## config.mk

```make
export PLATFORM = sky130hd
export DESIGN_NAME = cdb_broadcast_buffer
export DESIGN_NICKNAME = d
export VERILOG_FILES = /design/src/rtl/cdb_broadcast_buffer.sv
export SDC_FILE = /design/constraint.sdc
export NUM_CORES = 1
export LEC_CHECK = 0
export CAP_MARGIN = 15
export CORE_ASPECT_RATIO = 0.7
export CORE_MARGIN = 2
export CORE_UTILIZATION = 35
export CTS_BUF_LIST = sky130_fd_sc_hd__clkbuf_8
export DETAILED_ROUTE_END_ITERATION = 10
export GPL_TIMING_DRIVEN = 1
export HOLD_SLACK_MARGIN = 0.12
export PLACE_DENSITY = 0.54
export SETUP_SLACK_MARGIN = 0.4
export SLEW_MARGIN = 20
export SYNTH_ARGS = -nofsm -noshare
export SYNTH_HDL_FRONTEND = slang
export SYNTH_SLANG_ARGS = --single-unit
```

## constraint.sdc

```tcl
create_clock -name clock -period 14.74 [get_ports clock]
set_input_delay 2.948 -clock clock [delete_from_list [all_inputs] [get_ports clock]]
set_output_delay 2.948 -clock clock [all_outputs]
set_load 0.005 [all_outputs]
```

## src/rtl/cdb_broadcast_buffer.sv

```systemverilog
// cdb_broadcast_buffer
//   Collects up to WAYS functional-unit results per cycle into a circular
//   completion queue and drains them onto the CDB in acceptance order,
//   LSB-packed. Also produces the per-way backpressure (ALU_occupied) that
//   the RS output selector uses.
//
// Ports
//   clock         system clock, all state on posedge
//   reset         synchronous, active-high
//   squash        flush on mispredict; discards all queued results
//   fu_valid      per-way FU result valid
//   fu_data       per-way result value
//   fu_prf_idx    per-way destination physical register
//   cdb_avail     CDB lanes usable this cycle (values above WAYS clip to WAYS)
//   ALU_occupied  way i must not present a result this cycle
//   CDB_valid     broadcast lane valid, LSB-packed
//   CDB_Data      broadcast value (0 on idle lanes)
//   CDB_PRF_idx   broadcast tag (0 on idle lanes)
//   count         entries currently held
module cdb_broadcast_buffer #(
    parameter int WAYS  = 3,
    parameter int XLEN  = 32,
    parameter int PRF   = 64,
    parameter int DEPTH = 8,
    localparam int TW   = $clog2(PRF),
    localparam int AW   = $clog2(WAYS) + 1,
    localparam int CW   = $clog2(DEPTH + 1),
    localparam int PW   = (DEPTH > 1) ? $clog2(DEPTH) : 1
) (
    input  logic                       clock,
    input  logic                       reset,
    input  logic                       squash,
    input  logic [WAYS-1:0]            fu_valid,
    input  logic [WAYS-1:0][XLEN-1:0]  fu_data,
    input  logic [WAYS-1:0][TW-1:0]    fu_prf_idx,
    input  logic [AW-1:0]              cdb_avail,
    output logic [WAYS-1:0]            ALU_occupied,
    output logic [WAYS-1:0]            CDB_valid,
    output logic [WAYS-1:0][XLEN-1:0]  CDB_Data,
    output logic [WAYS-1:0][TW-1:0]    CDB_PRF_idx,
    output logic [CW-1:0]              count
);

    logic [DEPTH-1:0][XLEN-1:0] ent_data;
    logic [DEPTH-1:0][TW-1:0]   ent_tag;
    logic [PW-1:0]              head, tail;

    logic [CW-1:0]              avail_clip, n_deq, n_enq;
    logic [CW:0]                free_slots;
    logic [WAYS-1:0]            accept;
    logic [WAYS-1:0][PW-1:0]    wr_idx, rd_idx;

    // Pointer arithmetic for a DEPTH that need not be a power of two.
    // Callers never pass more than 2*DEPTH-1, so one subtraction suffices.
    function automatic logic [PW-1:0] wrap(input int p);
        if (p >= DEPTH) return PW'(p - DEPTH);
        return PW'(p);
    endfunction

    // Dequeue count and backpressure depend only on registered state and
    // cdb_avail, never on fu_*.
    always_comb begin
        avail_clip = (int'(cdb_avail) > WAYS) ? CW'(WAYS) : CW'(cdb_avail);
        n_deq      = (count < avail_clip) ? count : avail_clip;
        // Slots freed by this cycle's dequeue are reusable this cycle.
        free_slots = (CW+1)'(DEPTH) - {1'b0, count} + {1'b0, n_deq};
        for (int i = 0; i < WAYS; i++)
            ALU_occupied[i] = free_slots < (CW+1)'(i + 1);
    end

    // Accepted ways are compressed onto consecutive slots from tail,
    // lower way first.
    always_comb begin
        int off;
        off    = 0;
        accept = '0;
        wr_idx = '0;
        for (int i = 0; i < WAYS; i++) begin
            accept[i] = fu_valid[i] & ~ALU_occupied[i];
            wr_idx[i] = wrap(int'(tail) + off);
            if (accept[i]) off++;
        end
        n_enq = CW'(off);
    end

    for (genvar k = 0; k < WAYS; k++) begin : g_lane
        assign rd_idx[k]      = wrap(int'(head) + k);
        assign CDB_valid[k]   = CW'(k) < n_deq;
        assign CDB_Data[k]    = CDB_valid[k] ? ent_data[rd_idx[k]] : '0;
        assign CDB_PRF_idx[k] = CDB_valid[k] ? ent_tag[rd_idx[k]]  : '0;
    end

    always_ff @(posedge clock) begin
        if (reset || squash) begin
            head  <= '0;
            tail  <= '0;
            count <= '0;
        end else begin
            head  <= wrap(int'(head) + int'(n_deq));
            tail  <= wrap(int'(tail) + int'(n_enq));
            count <= count - n_deq + n_enq;
        end
    end

    // Entry contents are don't-care after reset/squash, so the array
    // carries no reset.
    always_ff @(posedge clock) begin
        for (int i = 0; i < WAYS; i++) begin
            if (accept[i]) begin
                ent_data[wr_idx[i]] <= fu_data[i];
                ent_tag[wr_idx[i]]  <= fu_prf_idx[i];
            end
        end
    end

endmodule

```

# After elaboration in Yosys (flattened, before gate mapping)
# Cells that the tools add are included.
# totals
register_bits	314
latch_bits	0
ram_bits	0
rom_bits	0
inputBits	123
output_inout_bits	124
elab_cells	147
mem_count	0
# classes
add_sub_neg	20
multipliers	0
n_div	0
magnitude_cmp	25
eq_ne	0
shifts	0
muxes	73
n_bitwise	6
n_reduce_logical	4
# ops
cell	count
bitwise mux 256 bit	3
two-way mux 256 bit	3
two-way mux 32 bit	10
binary-select mux 32 bit (select 3 bit)	3
demux 32 bit (select 3 bit)	3
bitwise mux 48 bit	3
two-way mux 48 bit	3
binary-select mux 6 bit (select 3 bit)	3
demux 6 bit (select 3 bit)	3
two-way mux 6 bit	9
two-way mux 3 bit	17
adder 32 x 2 -> 32 bit, second input constant	1
adder 4 x 32 -> 32 bit	1
greater-or-equal comparator 32 x 5 -> 1 bit, second input constant	1
less-than comparator 3 x 4 -> 1 bit, second input constant	6
subtractor 3 x 1 -> 3 bit, second input constant	8
greater-or-equal comparator 4 bit, second input constant	3
two-way mux 1 bit	11
adder 3 x 4 -> 5 bit	2
greater-or-equal comparator 5 x 4 -> 1 bit, second input constant	2
less-than comparator 5 x 2 -> 1 bit, second input constant	2
greater-or-equal comparator 3 x 1 -> 1 bit, second input constant	3
greater-or-equal comparator 3 x 4 -> 1 bit, second input constant	2
less-than comparator 1 x 4 -> 1 bit, first input constant	2
other kinds (17)	24

# Logic depth before layout (Yosys ltp)
# Gate-level depths: netlist (run 1).
# depth
ltp_word	21
ltp_mapped	29
depth_no_buf	26

# Worst setup path after synthesis (run 1)
# No wires, ideal clock.
# synth_path
kind	in2out
startpoint	input cdb_avail[2]
endpoint	output ALU_occupied[0]
t_arrival_ns	6.309
required_ns	11.792
slack_ns	5.483
path_stages	17
path_buffers	4
cell_sequence	nor2_1 > ha_1 > or3_1 > clkbuf_1 > o31ai_1 > clkbuf_1 > inv_1 > ha_1 > ha_1 > inv_1 > fa_1 > xor2_1 > nand4b_1 > mux2_2 > inv_2 > buf_6 > buf_2
# synth_via
elab_chain_cells	6
# synth_lines
item	line	rtl
start: declaration	36	input logic [AW-1:0] cdb_avail,
greater-than comparator 3 x 2 -> 1 bit	63	avail_clip = (int'(cdb_avail) > WAYS) ? CW'(WAYS) : CW'(cdb_avail);
two-way mux 3 bit (*)	63	
less-than comparator 4 x 3 -> 1 bit	64	n_deq = (count < avail_clip) ? count : avail_clip;
two-way mux 4 bit (*)	64	
adder 5 x 4 -> 5 bit (*)	66	free_slots = (CW+1)'(DEPTH) - {1'b0, count} + {1'b0, n_deq};
less-than comparator 5 x 1 -> 1 bit (*)	68	ALU_occupied[i] = free_slots < (CW+1)'(i + 1);
end: declaration	37	output logic [WAYS-1:0] ALU_occupied,
# Every way passes the cells marked *; elsewhere a longest branch is shown, timed or not.

# Worst setup path after layout (run 1)
# Ends and elaborated chain as after synthesis.

==> flow_summary.toml, run 1 <==
[clock_network]
clock_latency_ns = 0.70
cts_resized = 0
cts_setup_buffers = 0
clockBufferDepth = 3
htreeDepth = 2
holdBufCountCts = 0
clk_pin_slew_ns = 0.07
cts_tree = "built"
cts_buffers = 59
cts.sink_count = 314
root_buffer = "clkbuf_8"

[die]
core-area_um2 = 68570
rows = 80
initial_core_util_pct = 35.56
die_width_um = 319.5
die_y_um = 224.8
die_area_um2 = 71820
io_pins = 247

[detailed_routing]
wl_um = 118800
routedWlPerCell_um = 32.59
routed_via_density = 7.052
remaining_drc_errors = 0
first_iter_violations = 4257
postRouteAntennaNets = 0
drtPass1Iterations = 6
num_vias = 25700

[sta]
setup_ws_ns = 3.590
finClkSkew_ns = 0.03633
grt_setup_unrepaired = "no"
worst_slew_pin_slew_ns = 1.251
setup_viol = 0
setup_tns_ns = 0
clock.fmax_mhz = 89.68
min_period_over_period_pct = 75.65
slew_headroom_pct = 16.41
whs_ns = 0.5774
min_period_ns = 11.15
finalHoldViolations = 0
drv_slew = 0

[critical_path]
slowest_delay_ns = 0.73
crit_path_end_kind = "primary output"
path_cells = "clkdlybuf4s50_1 > nor2_1 > ha_1 > or3_1 > o31ai_4 > buf_4 > inv_1 > ha_1 > ha_1 > inv_1 > fa_1 > xor2_1 > nand4b_1 > mux2_4 > clkinv_2 > clkdlybuf4s50_1"
crit_type = "in2out"
cp_max_fo = 72
critical_path_buf_inv_count = 6
crit_path_top_delay_cell = "buf_4"
start_kind = "input pin"
cp_common_cell = "ha_1"
arrival_ns = 8.20
worstPathRequired_ns = 11.79
critPathTopFamily = "buffers and inverters"

[logic_synthesis]
ys_warn_count = 0
syn_avg_cell_area_um2 = 9.104
async_reset_ff_share_pct = 0
syn_nets = 2828
synth-edff-count = 0
syn_area_um2 = 24380
netlist_instances = 2678
synth-main-ff-cell = "dfxtp_1"
synth-seq-cells = 314
yosysUniqueCellTypes = 48
yosysSeqAreaShare_pct = 25.78

[finish]
final_common_cell = "o21ai_0"
fin_nets = 2845
area_delta_synth_final_pct = 16.38
layout_common_cells = "o21ai_0, dfxtp_1, clkdlybuf4s50_1"
layout-drive-gt1-share_pct = 15.76

[power]
power_uw = 6896
power_leakage_uw = 0.01027
vdd_ir_drop_max_uv = 152.9
power.density_nw_per_um2 = 243.0

[global_routing]
grt_pass1_wl_um = 171500
grt_pass1_vias = 24790
grt_start_max_net_pins = 116
antenna_found_initial = 4
overflow = 0
grtUsageTotal_pct = 32.02

[placed_design]
numPortBuffers = 246
dp_hpwl_um = 67360
gp_congestion = 0.8686
preCtsSetupSlack_ns = 3.449

[status]
outcome = "finished clean"

[run]
drv_cap = 0

[hold_path]
worstHoldPathType = "reg2reg"
where the power goes:
part           internal [µW]  leakage, µW  total, µW  switching [µW]
combinational           1830      0.00694       4220            2380
clock                    493     0.000706        937             444
sequential              1280      0.00263       1740             466
through the flow:
stage | utilization [%] | area [µm²] | std cells
after floorplan | - | 24380 | 2678
after global placement | 39.51 | 27090 | 3534
after detailed placement | 39.57 | 27130 | 3536
after CTS | 41.36 | 28360 | 3643
after global routing | 41.38 | 28370 | 3644
final | 41.38 | 28370 | 3645
final cells by class:
type                            instances  area [µm²]
Inverter                               62       234.0
Fill cell                            6657       40190
Timing Repair Buffer                  308        2963
Sequential cell                       314        6297
Antenna cell                            2       5.005
Tap cell                              902        1129
Clock inverter                         35       235.2
Clock buffer                           72       991.0
Multi-Input combinational cell       1950       16520
kinds of logic (layout without fill, tap and decap cells):
family	Yosys count	count (layout)	share of synthesized area [%]
AOI/OAI and AO/OA	1085	1085	30.81
and+or+nand+nor	522	522	10.19
buffers and inverters	414	477	7.446
DFF	314	314	25.78
muxes	300	300	23.67
adders and majority gates	27	27	1.570
xor gates and xnor gates	14	14	0.5029
other	2	4	0.03080
tightest hold or removal path: cells and delay by family (launching register included):
family	cells	cell delay, ns
compound gates	2	0.20
flops	1	0.35
sequential cells by signal, indices dropped and copies added (netlist names):
signal    count
ent_data    256
head          3
ent_tag      48
tail          3
count         4
synthesized netlist by cell type, types with 21 or more instances:
master / count / area share, %
mux4_2: 221 / 20
ha_1: 21 / 1.1
nor2_1: 103 / 1.6
clkbuf_1: 165 / 2.5
mux2i_1: 76 / 3.1
a21oi_1: 43 / 0.88
a211oi_1: 150 / 4.6
buf_2: 103 / 2.1
o211a_1: 114 / 4.7
buf_4: 26 / 0.80
o21ai_0: 426 / 8.7
a221oi_1: 27 / 0.97
and3_1: 154 / 4.0
o21ai_1: 72 / 1.5
o2bb2ai_1: 228 / 8.2
dfxtp_1: 314 / 26
buf_1: 45 / 0.69
nand2_1: 210 / 3.2
inv_1: 60 / 0.92
metal layers:
metal	wire, µm	vias up	global-route usage [%]
met3	16400	442	8.923
met1	47580	12730	44.30
met5	13	-	0
met2	49400	2143	46.49
li1	-	10390	-
met4	5389	2	14.03
final timing paths:
| path | from | to | slack, ns | cells past startpoint |
|---|---|---|---|---|
| worst max register to register | count[1] | ent_data[31] | 6.42 | 21 |
| worst max-delay path | cdb_avail[2] | ALU_occupied[0] | 3.59 | 16 |
| worst min register to register | ent_data[119] | ent_data[119] | 0.58 | 2 |
| worst min-delay path | ent_data[119] | ent_data[119] | 0.58 | 2 |
(Power assumes the default switching activity.)
==> run 2: changes to the inputs <==
--- a/config.mk
+++ b/config.mk
@@ -13,7 +13,7 @@
 export DETAILED_ROUTE_END_ITERATION = 10
 export GPL_TIMING_DRIVEN = 1
 export HOLD_SLACK_MARGIN = 0.12
-export PLACE_DENSITY = 0.54
+export PLACE_DENSITY = 0.55
 export SETUP_SLACK_MARGIN = 0.4
 export SLEW_MARGIN = 20
 export SYNTH_ARGS = -nofsm -noshare
==> constraint.sdc (replaced) <==
create_clock -name clock -period 9.3 [get_ports clock]
set_input_delay 1.86 -clock clock [delete_from_list [all_inputs] [get_ports clock]]
set_output_delay 1.86 -clock clock [all_outputs]
set_load 0.005 [all_outputs]
==> flow_summary.toml, run 2 (synthesis gave the netlist of run 1 again) <==
[status]
outcome = "finished clean"

[die]
initial_core_util_pct = 35.56
io_pins = 247
die_area_um2 = 71820
rows = 80
die_y_um = 224.8
die_width_um = 319.5
core-area_um2 = 68570

[global_routing]
antenna_found_initial = 8
grt_pass1_vias = 24730
overflow = 0
grtUsageTotal_pct = 31.44
grt_start_max_net_pins = 124
grt_pass1_wl_um = 168800

[finish]
final_cells = 3672
fill_cells = 6585
layout_common_cells = "o21ai_0, dfxtp_1, clkdlybuf4s50_1"
area_delta_synth_final_pct = 17.20
final_common_cell = "o21ai_0"
layout-drive-gt1-share_pct = 16.21
fin_nets = 2867
largest_reg_flops = 256

[clock_network]
cts_tree = "built"
clockBufferDepth = 3
root_buffer = "clkbuf_8"
cts_resized = 0
holdBufCountCts = 0
cts_setup_buffers = 0
cts_buffers = 57
cts.sink_count = 314
clk_pin_slew_ns = 0.07
clock_latency_ns = 0.71
htreeDepth = 2

[critical_path]
cp_max_fo = 63
r2r_slack_ns = 2.63
crit_type = "in2out"
r2r_start = "count[1]"
arrival_ns = 6.56
worstPathRequired_ns = 7.44
startpoint = "cdb_avail[2]"
timing.rr.end = "ent_data[15]"
crit_path_end_kind = "primary output"
start_kind = "input pin"
slowest_delay_ns = 0.60
critical_path_depth = 18
crit_path_top_delay_cell = "buf_4"
path_cells = "clkdlybuf4s50_1 > nor2_1 > ha_1 > or3_1 > o21ai_0 > o21a_1 > inv_1 > ha_1 > inv_1 > ha_1 > inv_1 > fa_1 > xor2_1 > nand4b_1 > mux2_4 > buf_4 > clkinv_2 > clkdlybuf4s50_1"
critical_path_buf_inv_count = 7
crit_path_end = "ALU_occupied[0]"
critPathTopFamily = "buffers and inverters"
r2r_cells = 22

[sta]
finClkSkew_ns = 0.05574
setup_tns_ns = 0
min_period_over_period_pct = 90.56
worst_slew_pin_slew_ns = 1.088
drv_slew = 0
slew_headroom_pct = 27.44
setup_viol = 0
min_period_ns = 8.422
finalHoldViolations = 0
grt_setup_unrepaired = "no"
clock.fmax_mhz = 118.7

[power]
power_uw = 10970
power.density_nw_per_um2 = 384.0
vdd_ir_drop_max_uv = 212.3
power_leakage_uw = 0.01040

[placed_design]
dp.cells = 3560
gp_congestion = 0.8976
dp_hpwl_um = 69930
numPortBuffers = 246

[detailed_routing]
num_vias = 25500
routedWlPerCell_um = 31.63
wl_um = 116200
drtPass1Iterations = 6
routed_via_density = 6.946
first_iter_violations = 3808
postRouteAntennaNets = 0
remaining_drc_errors = 0

[run]
drv_cap = 0

[hold_path]
worstHoldPathType = "reg2reg"
==> run 2: layer usage <==
metal | global-route usage (%) | share of wire [%] | vias to the layer above
li1 | - | - | 10460
met1 | 42.25 | 39 | 12560
met2 | 45.86 | 42 | 2134
met3 | 10.16 | 14 | 346
met4 | 14.18 | 4.2 | 4
met5 | 0.3367 | 0.043 | -
==> run 2: stage by stage <==
stage               instance area (µm²)  util, %  worst slack, ns  hold WS (ns)
finish                            28570    41.67           0.8779        0.5641
global route                      28560    41.66           0.5274        0.6004
CTS                               28550    41.64           0.9192        0.5616
detailed placement                27350    39.89           0.6237        0.5423
global placement                  27350    39.89           0.5859        0.5421
floorplan                         24380        -            1.651        0.5135
==> run 2: cell type report <==
type	count	area [µm²]	area share, %
clock buffer	79	1087	3.805
antenna	7	17.52	0.06130
multi-input combinational	1950	16480	57.67
sequential	314	6297	22.04
timing repair buffer	332	3221	11.27
inverter	62	234.0	0.8188
tap	902	1129	3.950
clock inverter	26	108.9	0.3810
==> run 2: how the worst min path moves through the flow <==
stage	start	end	cells past startpoint	slack, ns
after floorplan	ent_data[23]	ent_data[23]	2	0.51
after global placement	ent_data[127]	ent_data[127]	2	0.54
after detailed placement	ent_data[127]	ent_data[127]	2	0.54
after CTS	ent_data[127]	ent_data[127]	2	0.56
after global routing	ent_data[127]	ent_data[127]	2	0.60
final	ent_data[127]	ent_data[127]	2	0.56
==> run 2: worst reg2reg max path, stage by stage, from the launching register on <==
cell	delay [ns]
dfxtp_1	0.37
ha_1	0.23
or3_1	0.48
o21ai_0	0.41
o21a_1	0.25
inv_1	0.07
ha_1	0.17
inv_1	0.05
ha_1	0.17
inv_1	0.07
fa_1	0.44
xor2_1	0.26
nand4_1	0.13
mux2_4	0.32
and2_1	0.21
ha_1	0.34
ha_1	0.22
fa_1	0.45
xnor2_1	0.70
and3_2	0.85
buf_12	0.26
nand2_1	0.07
o21ai_1	0.10
==> run 2: power breakdown <==
group / leakage, µW / switching [µW] / total [µW] / internal (µW)
combinational: 0.00707 / 3790 / 6770 / 2970
clock: 0.000699 / 680 / 1430 / 750
sequential: 0.00263 / 751 / 2770 / 2020
total: 0.0104 / 5230 / 11000 / 5750
